**src/rtl/hazard_ctrl.sv**
```systemverilog
// Purpose : operand-forwarding selects and stall/flush control for a 5-stage in-order pipeline.
// Latency : all outputs combinational from FSM state, MEM/WB shadows and current inputs (0 cycles).
// Backpress: i_pipe_hold freezes FSM and shadows and forces IF/ID stall; no flushes while held.
//
// Ports
//   i_clk, i_rst               clock (rising edge), asynchronous active-high reset
//   i_id_src_0/1, i_id_use_0/1 decode-stage source registers and "really read" flags
//   i_ie_src_0/1               execute-stage source registers (forwarding lookup keys)
//   i_ie_dst/_rf_we/_is_load   execute-stage destination, becomes the MEM/WB shadows
//   i_nxt_pc_src               taken branch/jump resolved in execute
//   i_pipe_hold                external freeze (memory not ready)
//   o_forward_0/1              00 register file, 01 MEM ALU result, 10 WB result
//   o_if_stall, o_id_stall     hold PC / hold IF-ID register
//   o_id_flush, o_ie_flush     bubble into IF-ID / ID-IE register
//   o_stall_cnt, o_flush_cnt   only with HAZARD_PERF_EN: load-use and branch-flush event counters
//
// Build option: define HAZARD_PERF_EN to add the two 32-bit performance counters.

module hazard_ctrl #(
    parameter int RF_ADD_SIZE = 5
) (
    input  logic                   i_clk,
    input  logic                   i_rst,
    input  logic [RF_ADD_SIZE-1:0] i_id_src_0,
    input  logic [RF_ADD_SIZE-1:0] i_id_src_1,
    input  logic                   i_id_use_0,
    input  logic                   i_id_use_1,
    input  logic [RF_ADD_SIZE-1:0] i_ie_src_0,
    input  logic [RF_ADD_SIZE-1:0] i_ie_src_1,
    input  logic [RF_ADD_SIZE-1:0] i_ie_dst,
    input  logic                   i_ie_rf_we,
    input  logic                   i_ie_is_load,
    input  logic                   i_nxt_pc_src,
    input  logic                   i_pipe_hold,
    output logic [1:0]             o_forward_0,
    output logic [1:0]             o_forward_1,
    output logic                   o_if_stall,
    output logic                   o_id_stall,
    output logic                   o_id_flush,
    output logic                   o_ie_flush
`ifdef HAZARD_PERF_EN
    ,
    output logic [31:0]            o_stall_cnt,
    output logic [31:0]            o_flush_cnt
`endif
);

    localparam logic [1:0] FWD_RF  = 2'b00;
    localparam logic [1:0] FWD_MEM = 2'b01;
    localparam logic [1:0] FWD_WB  = 2'b10;

    // Destination info of the instruction one stage past execute.
    typedef struct packed {
        logic [RF_ADD_SIZE-1:0] dst;
        logic                   we;
        logic                   ld;
    } mem_stage_t;

    typedef enum logic [1:0] {
        RUN      = 2'd0,
        LU_STALL = 2'd1,
        BR_FLUSH = 2'd2
    } state_t;

    state_t                 state_q;
    state_t                 state_d;
    mem_stage_t             mem_q;
    logic [RF_ADD_SIZE-1:0] wb_dst_q;
    logic                   wb_we_q;
    logic                   load_use;

    // ------------------------------------------------------------------
    // MEM / WB shadows: follow the pipeline unless it is frozen.
    // ------------------------------------------------------------------
    always_ff @(posedge i_clk or posedge i_rst) begin
        if (i_rst) begin
            mem_q    <= '0;
            wb_dst_q <= '0;
            wb_we_q  <= 1'b0;
        end else if (!i_pipe_hold) begin
            mem_q.dst <= i_ie_dst;
            mem_q.we  <= i_ie_rf_we;
            mem_q.ld  <= i_ie_is_load;
            wb_dst_q  <= mem_q.dst;
            wb_we_q   <= mem_q.we;
        end
    end

    // ------------------------------------------------------------------
    // Forwarding. A load in MEM has no data yet, so it never forwards
    // from MEM; the load-use stall guarantees it is in WB by the time
    // the consumer reaches execute. Register 0 is hardwired and never
    // forwarded.
    // ------------------------------------------------------------------
    function automatic logic [1:0] fwd_sel(input logic [RF_ADD_SIZE-1:0] src,
                                           input mem_stage_t             mem,
                                           input logic [RF_ADD_SIZE-1:0] wb_dst,
                                           input logic                   wb_we);
        logic [1:0] sel;
        sel = FWD_RF;
        if (mem.we && (mem.dst != '0) && (mem.dst == src) && !mem.ld) begin
            sel = FWD_MEM;
        end else if (wb_we && (wb_dst != '0) && (wb_dst == src)) begin
            sel = FWD_WB;
        end
        return sel;
    endfunction

    always_comb begin
        o_forward_0 = FWD_RF;
        o_forward_1 = FWD_RF;
        if (!i_rst) begin
            o_forward_0 = fwd_sel(i_ie_src_0, mem_q, wb_dst_q, wb_we_q);
            o_forward_1 = fwd_sel(i_ie_src_1, mem_q, wb_dst_q, wb_we_q);
        end
    end

    // ------------------------------------------------------------------
    // Load-use: the load in execute writes a register the decode-stage
    // instruction actually reads.
    // ------------------------------------------------------------------
    always_comb begin
        load_use = 1'b0;
        if (i_ie_is_load && i_ie_rf_we && (i_ie_dst != '0)) begin
            load_use = (i_id_use_0 && (i_id_src_0 == i_ie_dst)) ||
                       (i_id_use_1 && (i_id_src_1 == i_ie_dst));
        end
    end

    // ------------------------------------------------------------------
    // Control FSM
    // ------------------------------------------------------------------
    always_ff @(posedge i_clk or posedge i_rst) begin
        if (i_rst) begin
            state_q <= RUN;
        end else begin
            state_q <= state_d;
        end
    end

    always_comb begin
        state_d    = state_q;
        o_if_stall = 1'b0;
        o_id_stall = 1'b0;
        o_id_flush = 1'b0;
        o_ie_flush = 1'b0;

        if (i_rst) begin
            // Outputs stay quiet for the whole reset pulse.
            state_d = RUN;
        end else if (i_pipe_hold) begin
            // Freeze everything; decisions are re-evaluated once hold drops.
            o_if_stall = 1'b1;
            o_id_stall = 1'b1;
        end else begin
            unique case (state_q)
                RUN: begin
                    if (i_nxt_pc_src) begin
                        o_id_flush = 1'b1;
                        o_ie_flush = 1'b1;
                        state_d    = BR_FLUSH;
                    end else if (load_use) begin
                        o_if_stall = 1'b1;
                        o_id_stall = 1'b1;
                        o_ie_flush = 1'b1;
                        state_d    = LU_STALL;
                    end
                end
                LU_STALL: begin
                    // IE holds the inserted bubble; the consumer re-decodes
                    // against that bubble, so load-use is not re-checked.
                    // A branch may still resolve here and takes priority.
                    if (i_nxt_pc_src) begin
                        o_id_flush = 1'b1;
                        o_ie_flush = 1'b1;
                        state_d    = BR_FLUSH;
                    end else begin
                        state_d = RUN;
                    end
                end
                BR_FLUSH: begin
                    // IE holds a flushed instruction: its branch/load flags are stale.
                    state_d = RUN;
                end
                default: begin
                    state_d = RUN;
                end
            endcase
        end
    end

`ifdef HAZARD_PERF_EN
    // ------------------------------------------------------------------
    // Event counters. state_d already equals state_q during hold, so
    // the entry terms cannot fire while frozen.
    // ------------------------------------------------------------------
    logic        lu_enter;
    logic        br_enter;
    logic [31:0] stall_cnt_q;
    logic [31:0] flush_cnt_q;

    assign lu_enter = (state_d == LU_STALL) && (state_q != LU_STALL);
    assign br_enter = (state_d == BR_FLUSH) && (state_q != BR_FLUSH);

    always_ff @(posedge i_clk or posedge i_rst) begin
        if (i_rst) begin
            stall_cnt_q <= '0;
            flush_cnt_q <= '0;
        end else begin
            if (lu_enter) begin
                stall_cnt_q <= stall_cnt_q + 32'd1;
            end
            if (br_enter) begin
                flush_cnt_q <= flush_cnt_q + 32'd1;
            end
        end
    end

    assign o_stall_cnt = stall_cnt_q;
    assign o_flush_cnt = flush_cnt_q;
`endif

endmodule

```
**config.mk**
```make
export PLATFORM = sky130hd
export DESIGN_NAME = hazard_ctrl
export DESIGN_NICKNAME = d
export VERILOG_FILES = /design/src/rtl/hazard_ctrl.sv
export SDC_FILE = /design/constraint.sdc
export NUM_CORES = 1
export LEC_CHECK = 0
export CORE_MARGIN = 2
export CORE_UTILIZATION = 46
export DETAILED_ROUTE_END_ITERATION = 10
export PLACE_DENSITY = 0.9
export SLEW_MARGIN = 20
export SYNTH_ARGS = -nofsm -noshare
export SYNTH_HDL_FRONTEND = slang
export SYNTH_SLANG_ARGS = --single-unit
```
**constraint.sdc**
```tcl
create_clock -name i_clk -period 5.1 [get_ports i_clk]
set_input_delay 1.02 -clock i_clk [delete_from_list [all_inputs] [get_ports i_clk]]
set_output_delay 1.02 -clock i_clk [all_outputs]
set_load 0.005 [all_outputs]
```
==> flow_metrics.env <==
export IMPL_die_h_um=51.8
export IMPL_postSynthAreaPerCell_um2=10.7
export IMPL_reg2reg_slack_ps=3710
export IMPL_fin_crit_sh=0.820
export IMPL_rsz0062_at_grt="no"
export IMPL_critical_path_max_stage_delay_ps=580
export IMPL_nNetsFinal=172
export IMPL_drtAntennaViolNets=0
export IMPL_drc_errors=0
export IMPL_synth_cells=98
export IMPL_syn_nets=131
export IMPL_wl_um=2400
export IMPL_vias_per_cell=5.48
export IMPL_critPathRequiredTime_ps=4080
export IMPL_fin_crit_ps=4180
export IMPL_crit_arrival_ps=3160
export IMPL_row_count=17
export IMPL_setup_viol=0
export IMPL_grt_max_degree=21
export IMPL_area_growth_syn_to_layout_pct=41.9
export IMPL_power_density_nw_per_um2=208
export IMPL_synth_warnings=0
export IMPL_final_common_cell="clkdlybuf4s50_1"
export IMPL_p_leak_uw=0.000552
export IMPL_worstSetupStartpointType="primary input"
export IMPL_synth_cell_type_count=28
export IMPL_sequentialPowerShare=0.480
export IMPL_r2r_start="state_q[1]"
export IMPL_synth_seq_cells=15
export IMPL_drt_iter0_markers=6
export IMPL_peakVddDrop_mv=0.129
export IMPL_hold_class="flop to flop"
export IMPL_top_layer="met4"
export IMPL_netlist_area_um2=1050
export IMPL_synth_seq_area_share=0.357
export IMPL_power_uw=311
export IMPL_wl_met3_um=134
export IMPL_drv_cap=0
export IMPL_antenna_found_initial=0
export IMPL_postCtsSetupBuffers=0
export IMPL_path_common_cell="clkdlybuf4s50_1"
export IMPL_layout_drive_gt1_share=0.145
export IMPL_seq_area_um2=375
export IMPL_path_max_fanout=17
export IMPL_diodes=0
export IMPL_cts_tree="built"
export IMPL_dieArea_um2=2690
export IMPL_cts_sinks=15
export IMPL_clock_path_buffers=2
export IMPL_p_sw_frac=0.285
export IMPL_endpoint="o_forward_1[1]"
export IMPL_start_util=0.480
export IMPL_core_um2=2190
export IMPL_drt_first_pass_iters=4
export IMPL_grt_overflow_total=0
export IMPL_startpoint="i_rst"
export IMPL_ctsRootBufferMaster="clkbuf_4"
export IMPL_numPortBuffers=40
export IMPL_r2r_end="state_q[0]"
export IMPL_pwr_share_clk=0.205
export IMPL_worstPathCellList="clkdlybuf4s50_1 > clkinv_1 > o211ai_2 > nor4_1 > o31a_1 > clkdlybuf4s50_1"
export IMPL_routedWlPerCell_um=14.5
export IMPL_numCtsBuffers=3
export IMPL_track_usage=0.204
export IMPL_route_vias_total=909
export IMPL_grt_pass1_wl_um=3970
export IMPL_cts_max_level=1
export IMPL_drt_met1_wl_um=977
export IMPL_wl_met2_um=1230
export IMPL_cts_resized_gates=0
export IMPL_tightestPinTransition_ps=742
export IMPL_clkLatencyLatePin_ps=270
export IMPL_max_freq_ghz=0.239
export IMPL_finalHoldViolCount=0
export IMPL_p_sw_uw=88.6
export IMPL_grt_pass1_vias=955
export IMPL_top_level_ports=41
export IMPL_r2r_cells=4
export IMPL_finalSetupTns_ps=0
export IMPL_fin_skew_ps=1.30
export IMPL_place_congestion=0.772
export IMPL_nFillCells=178
export IMPL_worstSetupPathType="primary input to primary output"
export IMPL_mostFrequentLayoutCells="40 x clkdlybuf4s50_1, 16 x xor2_1, 15 x dfrtp_1"
export IMPL_die_w_um=51.8
export IMPL_status="completed"
export IMPL_internal_power_uw=222
export IMPL_multiInputGateArea_um2=652
export IMPL_p_comb_frac=0.315
export IMPL_hold_buffers=0
export IMPL_path_clk_slew_ps=80
export IMPL_end_kind="primary output"
export IMPL_drv_slew=0
export IMPL_hpwl_um=1970
export IMPL_hold_depth=1
export IMPL_critPathSlowestCell="clkdlybuf4s50_1"
export IMPL_relSlewSlack=0.504
==> registers in the layout, indices dropped and copies added, names as in the netlist <==
| name | count |
|---|---|
| wb_dst_q | 5 |
| state_q | 2 |
| wb_we_q | 1 |
| mem_q | 7 |
==> cell families (layout without fill, tap and decap cells) <==
family,Yosys count,count (layout),synth area share
mux,13,13,0.139
compound gates,10,10,0.0832
xor+xnor,30,30,0.250
buf+inv,5,45,0.0238
simple gates,25,25,0.147
flops,15,15,0.357
==> worst min path at each step <==
stage                     startpoint    endpoint  slack (ps)
after floorplan             mem_q[0]    mem_q[0]         470
after global placement      mem_q[0]    mem_q[0]         480
after detailed placement     wb_we_q     wb_we_q         520
after CTS                   mem_q[0]    mem_q[0]         540
after global routing      state_q[0]  state_q[0]         560
final                       mem_q[0]    mem_q[0]         530
==> critical path, delay by kind of cell <==
| kind | cells | cell delay (ps) |
|---|---|---|
| AOI/OAI and AO/OA | 2 | 340 |
| buffers and inverters | 3 | 1470 |
| and+or+nand+nor | 1 | 320 |
==> cells in the mapped netlist <==
cell type | count | area (um^2)
mux2_2 | 13 | 146
nand2_1 | 2 | 7.51
and2_0 | 1 | 6.26
nor4_1 | 5 | 31.3
nand3_1 | 2 | 10.0
nand2b_1 | 2 | 12.5
o41ai_2 | 1 | 16.3
o21ai_2 | 1 | 8.76
nand4_1 | 2 | 12.5
a32oi_1 | 1 | 8.76
nor2_1 | 3 | 11.3
clkinv_1 | 1 | 3.75
clkbuf_1 | 1 | 3.75
o31a_1 | 2 | 17.5
xor2_1 | 16 | 140
nor4_2 | 1 | 12.5
o21bai_1 | 1 | 7.51
buf_2 | 2 | 10.0
a21oi_1 | 2 | 10.0
o211ai_2 | 1 | 12.5
dfrtp_1 | 15 | 375
nor3_1 | 2 | 10.0
o22ai_1 | 1 | 6.26
or3_1 | 1 | 6.26
xnor2_1 | 14 | 123
or4_1 | 3 | 22.5
and4bb_1 | 1 | 12.5
buf_4 | 1 | 7.51
==> metal layers <==
| layer | up-vias | track usage |
|---|---|---|
| li1 | 434 | - |
| met1 | 424 | 0.219 |
| met2 | 45 | 0.376 |
| met3 | 6 | 0.0230 |
| met4 | 0 | 0.123 |
| met5 | - | 0 |
==> power by group through the flow <==
stage | clock network (uW) | logic, uW | registers (uW)
floorplan | 0 | 56.8 | 147
detailed placement | 0 | 98.1 | 152
finish | 63.7 | 97.8 | 149
global placement | 0 | 95.2 | 150
global route | 70.2 | 107 | 151
CTS | 66.1 | 98.6 | 149
==> area by class of cell <==
class	instances	share of cell area
multi-input cells	78	0.437
clock buffers	4	0.0176
well taps	28	0.0235
repair buffers	40	0.268
flip-flops and latches	15	0.251
inverters	1	0.00251
==> through the flow <==
| step | cell area (um^2) | setup slack (ps) | util | cells | hold WS, ps |
|---|---|---|---|---|---|
| final | 1490 | 921 | 0.681 | 166 | 533 |
| after global routing | 1490 | 678 | 0.681 | 166 | 561 |
| after CTS | 1490 | 908 | 0.681 | 166 | 542 |
| after detailed placement | 1470 | 937 | 0.669 | 162 | 523 |
| after global placement | 1470 | 984 | 0.669 | 162 | 483 |
| after floorplan | 1050 | 1900 | - | 98 | 470 |
(Power assumes the default switching activity.)
